`config.mk`:
```
export PLATFORM = sky130hd
export DESIGN_NAME = uart_rx_fifo
export DESIGN_NICKNAME = d
export VERILOG_FILES = /design/src/rtl/uart_pkg.sv /design/src/rtl/uart_rx_tout_timer.sv /design/src/rtl/uart_rx_fifo.sv
export SDC_FILE = /design/constraint.sdc
export NUM_CORES = 1
export LEC_CHECK = 0
export ABC_AREA = 1
export CAP_MARGIN = 30
export CORE_UTILIZATION = 52
export CTS_CLUSTER_SIZE = 16
export DETAILED_ROUTE_END_ITERATION = 10
export PLACE_DENSITY = 0.82
export RECOVER_POWER = 50
export SLEW_MARGIN = 20
export SYNTH_ARGS = -nofsm -noshare
export SYNTH_HDL_FRONTEND = slang
export SYNTH_SLANG_ARGS = --single-unit
```
`constraint.sdc`:
```
create_clock -name clk -period 3.02 [get_ports clk]
set_input_delay 0.302 -clock clk [delete_from_list [all_inputs] [get_ports clk]]
set_output_delay 0.302 -clock clk [all_outputs]
set_load 0.1 [all_outputs]
```
`src/rtl/uart_pkg.sv`:
```
// Shared UART definitions: character width default and FIFO pointer sizing.
package uart_pkg;

    localparam int DLEN_DEFAULT = 8;

    // Pointer carries one extra wrap bit above the index bits.
    function automatic int ptrWidth(input int depth);
        return $clog2(depth) + 1;
    endfunction

endpackage

```
`src/rtl/uart_rx_tout_timer.sv`:
```
// Saturating idle counter; flags a timeout once TOUT uncleared enabled cycles elapse.
module uart_rx_tout_timer #(
    parameter int TOUT = 1000
) (
    input  logic clk,
    input  logic rst,
    input  logic i_clear,
    input  logic i_enable,
    output logic o_timeout
);

    localparam int TW = (TOUT > 0) ? $clog2(TOUT + 1) : 1;
    localparam logic [TW-1:0] TMAX = TW'(TOUT);

    logic [TW-1:0] r_timer;
    logic [TW-1:0] w_next;
    logic          r_timeout;

    always_comb begin
        w_next = r_timer;
        if (i_clear) begin
            w_next = '0;
        end else if (i_enable && (r_timer != TMAX)) begin
            w_next = r_timer + TW'(1);
        end
    end

    // Timeout is registered from the next count so it rises on the edge the count saturates.
    always_ff @(posedge clk) begin
        if (rst) begin
            r_timer   <= '0;
            r_timeout <= 1'b0;
        end else begin
            r_timer   <= w_next;
            r_timeout <= (TOUT != 0) && i_enable && !i_clear && (w_next == TMAX);
        end
    end

    assign o_timeout = r_timeout;

endmodule

```
`src/rtl/uart_rx_fifo.sv`:
```
// UART receive buffer: circular first-word fall-through FIFO with overflow and idle-timeout reporting.
module uart_rx_fifo
    import uart_pkg::*;
#(
    parameter  int DLEN  = DLEN_DEFAULT,
    parameter  int DEPTH = 16,
    parameter  int TOUT  = 1000,
    localparam int CW    = ptrWidth(DEPTH)
) (
    input  logic            clk,
    input  logic            rst,
    input  logic            i_wvalid,
    input  logic [DLEN-1:0] i_wdata,
    output logic            o_rvalid,
    input  logic            i_rready,
    output logic [DLEN-1:0] o_rdata,
    output logic [CW-1:0]   o_count,
    output logic            o_empty,
    output logic            o_full,
    output logic            o_overflow,
    input  logic            i_ovf_clr,
    output logic            o_timeout
);

    localparam int IW = CW - 1;

    logic [DLEN-1:0] r_mem [DEPTH];
    logic [CW-1:0]   r_wrPtr;
    logic [CW-1:0]   r_rdPtr;
    logic [CW-1:0]   r_count;
    logic            r_overflow;

    logic w_empty;
    logic w_full;
    logic w_rdAcc;
    logic w_wrAcc;
    logic w_drop;

    assign w_empty = (r_wrPtr == r_rdPtr);
    assign w_full  = (r_wrPtr[IW-1:0] == r_rdPtr[IW-1:0]) && (r_wrPtr[IW] != r_rdPtr[IW]);
    assign w_rdAcc = !w_empty && i_rready;
    // A full FIFO still takes a write when the head is leaving in the same cycle.
    assign w_wrAcc = i_wvalid && (!w_full || w_rdAcc);
    assign w_drop  = i_wvalid && !w_wrAcc;

    always_ff @(posedge clk) begin
        if (w_wrAcc) begin
            r_mem[r_wrPtr[IW-1:0]] <= i_wdata;
        end
    end

    always_ff @(posedge clk) begin
        if (rst) begin
            r_wrPtr    <= '0;
            r_rdPtr    <= '0;
            r_count    <= '0;
            r_overflow <= 1'b0;
        end else begin
            if (w_wrAcc) begin
                r_wrPtr <= r_wrPtr + CW'(1);
            end
            if (w_rdAcc) begin
                r_rdPtr <= r_rdPtr + CW'(1);
            end
            case ({w_wrAcc, w_rdAcc})
                2'b10:   r_count <= r_count + CW'(1);
                2'b01:   r_count <= r_count - CW'(1);
                default: r_count <= r_count;
            endcase
            // A drop in the same cycle as a clear wins so no loss goes unreported.
            if (w_drop) begin
                r_overflow <= 1'b1;
            end else if (i_ovf_clr) begin
                r_overflow <= 1'b0;
            end
        end
    end

    uart_rx_tout_timer #(
        .TOUT(TOUT)
    ) u_toutTimer (
        .clk      (clk),
        .rst      (rst),
        .i_clear  (w_wrAcc || w_rdAcc || w_drop || w_empty),
        .i_enable (!w_empty),
        .o_timeout(o_timeout)
    );

    assign o_rvalid   = !w_empty;
    assign o_rdata    = r_mem[r_rdPtr[IW-1:0]];
    assign o_count    = r_count;
    assign o_empty    = w_empty;
    assign o_full     = w_full;
    assign o_overflow = r_overflow;

endmodule

```
==> results of run 1 <==
worst max-delay path, delay by kind of cell (launching register included):
kind            cells  cell delay (ns)
compound gates      1             0.22
simple gates       12             1.15
buf+inv             3             0.26
fa+ha+maj           1             0.36
flops               1             0.45
sequential cells by signal, indices dropped and copies added, names as in the netlist, named ones only:
signal and count:
r_wrPtr 5, u_toutTimer.r_timer 10, u_toutTimer.o_timeout 1, r_rdPtr 5, r_mem 128, o_overflow 1
o_count 5
logic make-up (layout without fill, tap and decap cells):
family	count (synthesis)	in the layout	synth area share (%)
simple gates	171	171	11.3
flops	159	159	65.4
compound gates	124	124	10.3
buf+inv	97	148	5.57
mux	32	32	4.69
fa+ha+maj	11	11	2.12
xor+xnor	5	5	0.641
synthesized netlist by cell type, types with 7 or more instances:
master | number | area, um2
ha_1 | 10 | 125
clkbuf_1 | 15 | 56.3
mux2i_1 | 32 | 320
inv_1 | 67 | 251
o21ai_0 | 45 | 225
buf_2 | 7 | 35.0
a21oi_1 | 42 | 210
nor2_1 | 55 | 206
o211ai_1 | 32 | 240
nand3_1 | 29 | 145
edfxtp_1 | 128 | 3840
dfxtp_1 | 31 | 621
nand2_1 | 64 | 240
area by class of cell:
| class | count | area [um2] |
|---|---|---|
| clock buffers | 22 | 454 |
| clock inverters | 10 | 66.3 |
| fillers | 1011 | 4800 |
| inverters | 73 | 278 |
| multi-input cells | 343 | 1980 |
| flip-flops and latches | 159 | 4470 |
| well taps | 172 | 215 |
| repair buffers | 43 | 464 |
worst max path at each step:
stage,start,cells after the start,to
after floorplan,r_wrPtr[1]$_SDFFE_PP0P_,17,o_count[4]$_SDFFE_PP0P_
after global placement,i_rready,7,r_mem[1][4]$_DFFE_PP_
after detailed placement,r_wrPtr[2]$_SDFFE_PP0P_,17,o_count[4]$_SDFFE_PP0P_
after CTS,flip-flop,7,o_rdata[3]
after global routing,r_wrPtr[2]$_SDFFE_PP0P_,17,o_count[4]$_SDFFE_PP0P_
final,r_wrPtr[2]$_SDFFE_PP0P_,17,o_count[4]$_SDFFE_PP0P_
power by group through the flow:
stage | clock (mW) | combinational [mW] | sequential [mW]
2_1_floorplan | 0 | 0.706 | 2.56
3_5_place_dp | 0 | 1.11 | 2.51
5_1_grt | 1.99 | 1.19 | 2.47
3_3_place_gp | 0 | 1.08 | 2.50
4_1_cts | 1.90 | 1.12 | 2.46
6_report | 1.88 | 1.11 | 2.46
layer usage:
layer	part of all wire, %	up-vias	wire, um
met5	0	-	0
met4	2.5	0	364
met3	7.9	33	1150
met2	49	209	7210
met1	40	2210	5900
li1	-	2181	-
==> flow_metrics.tcl, run 1 <==
set metrics [dict create \
    drtAntennaViolNets 0 \
    power_density_nw_per_um2 688 \
    die-area_um2 13600 \
    fin_util_pct 62.3 \
    final_cell_mix "edfxtp_1, inv_1, nand2_1" \
    rrSetupSlack_ns 0.44 \
    drt-pass1-iter-count 5 \
    met1_usage_pct 28.3 \
    busiest_layer "met2" \
    h-tree-depth 4 \
    synthArstFlopShare_pct 0 \
    yosysSeqAreaShare_pct 65.4 \
    grt_pass1_wl_mm 23.5 \
    r2r_end "o_count[4]$_SDFFE_PP0P_" \
    ios 31 \
    switching_share_pct 30.0 \
    crit_top_cell "nand2_1" \
    mostFrequentLayoutCell "edfxtp_1" \
    layout.nets 661 \
    crit_chain "inv_1 -> nand2_1 -> nand2_1 -> nor2_4 -> nand3_4 -> nand2_4 -> inv_4 -> nand2_4 -> inv_1 -> ha_1 -> nand2_1 -> o21ai_0 -> nand3_1 -> nand2_1 -> nand3_1 -> nand2_1 -> nor2_1" \
    pwr-share-comb_pct 20.3 \
    finalSetupViolations 0 \
    placedCellCount 790 \
    leakagePower_nw 2.93 \
    min_from "o_overflow$_SDFFE_PP0P_" \
    detailroute.via_count 4633 \
    r2r-start "r_wrPtr[2]$_SDFFE_PP0P_" \
    min_path_cells 2 \
    drv_slew 0 \
    power_mw 5.45 \
    setup_ws_ns 0.445 \
    ir_drop_uv 402 \
    cts.sinks 159 \
    avgViaCountPerCell 5.64 \
    ctsRootBufferMaster "clkbuf_16" \
    synth_edf_count 128 \
    die_y_um 117 \
    io_buffers 30 \
    place_area_um2 7420 \
    layout-drive-gt1-share_pct 10.0 \
    fin_skew_ns 0.00809 \
    post-place-ws_ns 0.529 \
    grt_util_met2_pct 40.9 \
    syn2layout_area_growth_pct 16.0 \
    dp_hpwl_mm 9.53 \
    initial_core_util_pct 53.7 \
    clk_path_buf_depth 2 \
    syn-cell-area_um2 6830 \
    grt_max_degree 51 \
    cts_hold_buf 0 \
    min_period_ns 2.58 \
    rows 41 \
    synthFlopType "edfxtp_1" \
    antenna_found_initial 0 \
    remaining_drc_errors 0 \
    routedWlPerCell_um 17.8 \
    grt_overflow 0 \
    p_clk_share_pct 34.5 \
    tns_ns 0 \
    finalCritPeriodShare_pct 85.3 \
    yosysUniqueCellTypes 34 \
    track_usage_pct 23.8 \
    cts_setup_buffers 0 \
    start_kind "flip-flop" \
    path_max_fanout 10 \
    synth.net_count 623 \
    fin_area_um2 7930 \
    grt_pass1_vias 4687 \
    crit_arrival_ns 2.89 \
    gp_congestion 0.843 \
    cell_internal_pwr_mw 3.82 \
    core_area_um2 12700 \
    cpMaxStageDelayCell "dfxtp_1" \
    critPathMaxStageDelay_ns 0.45 \
    met3_usage_pct 6.12 \
    end_kind "flip-flop" \
    cts_resized 0 \
    r2r.worst_path.cells 17 \
    outcome "completed" \
    worstPathRequired_ns 3.33 \
    fp.dieW_um 117 \
    min_to "o_overflow$_SDFFE_PP0P_" \
    clock_latency_ns 0.42 \
    netlist_instances 599 \
    clk_pin_slew_ns 0.06 \
    worst-slew-pin-transition_ns 1.16 \
    whs_ns 0.479 \
    hold_violations 0 \
    rsz0062_at_grt "false" \
    clock.fmax_mhz 388 \
    syn_area_per_cell_um2 11.4 \
    p_sw_mw 1.64 \
    wl_mm 14.6 \
    cap_violations 0 \
    drt_iter0_markers 406 \
    max-slew-margin-rel_pct 23.2 \
    cts_tree "yes" \
    yosysWarnings 0 \
    cts_buffers 17 \
    hold_path.class "reg -> reg" \
    seq_power_share_pct 45.1 \
    ys_ff_latch 159 \
    path_class "reg -> reg" \
    antenna_cells 0 \
    final_cells 822 \
]
No activity file was read; power rests on OpenSTA's default activity.
==> run 2, diff against run 1 <==
- HOLD_SLACK_MARGIN: unset -> 0.12
==> results of run 2 <==
The final DEF is identical to that of run 1; final timing and power are the same.
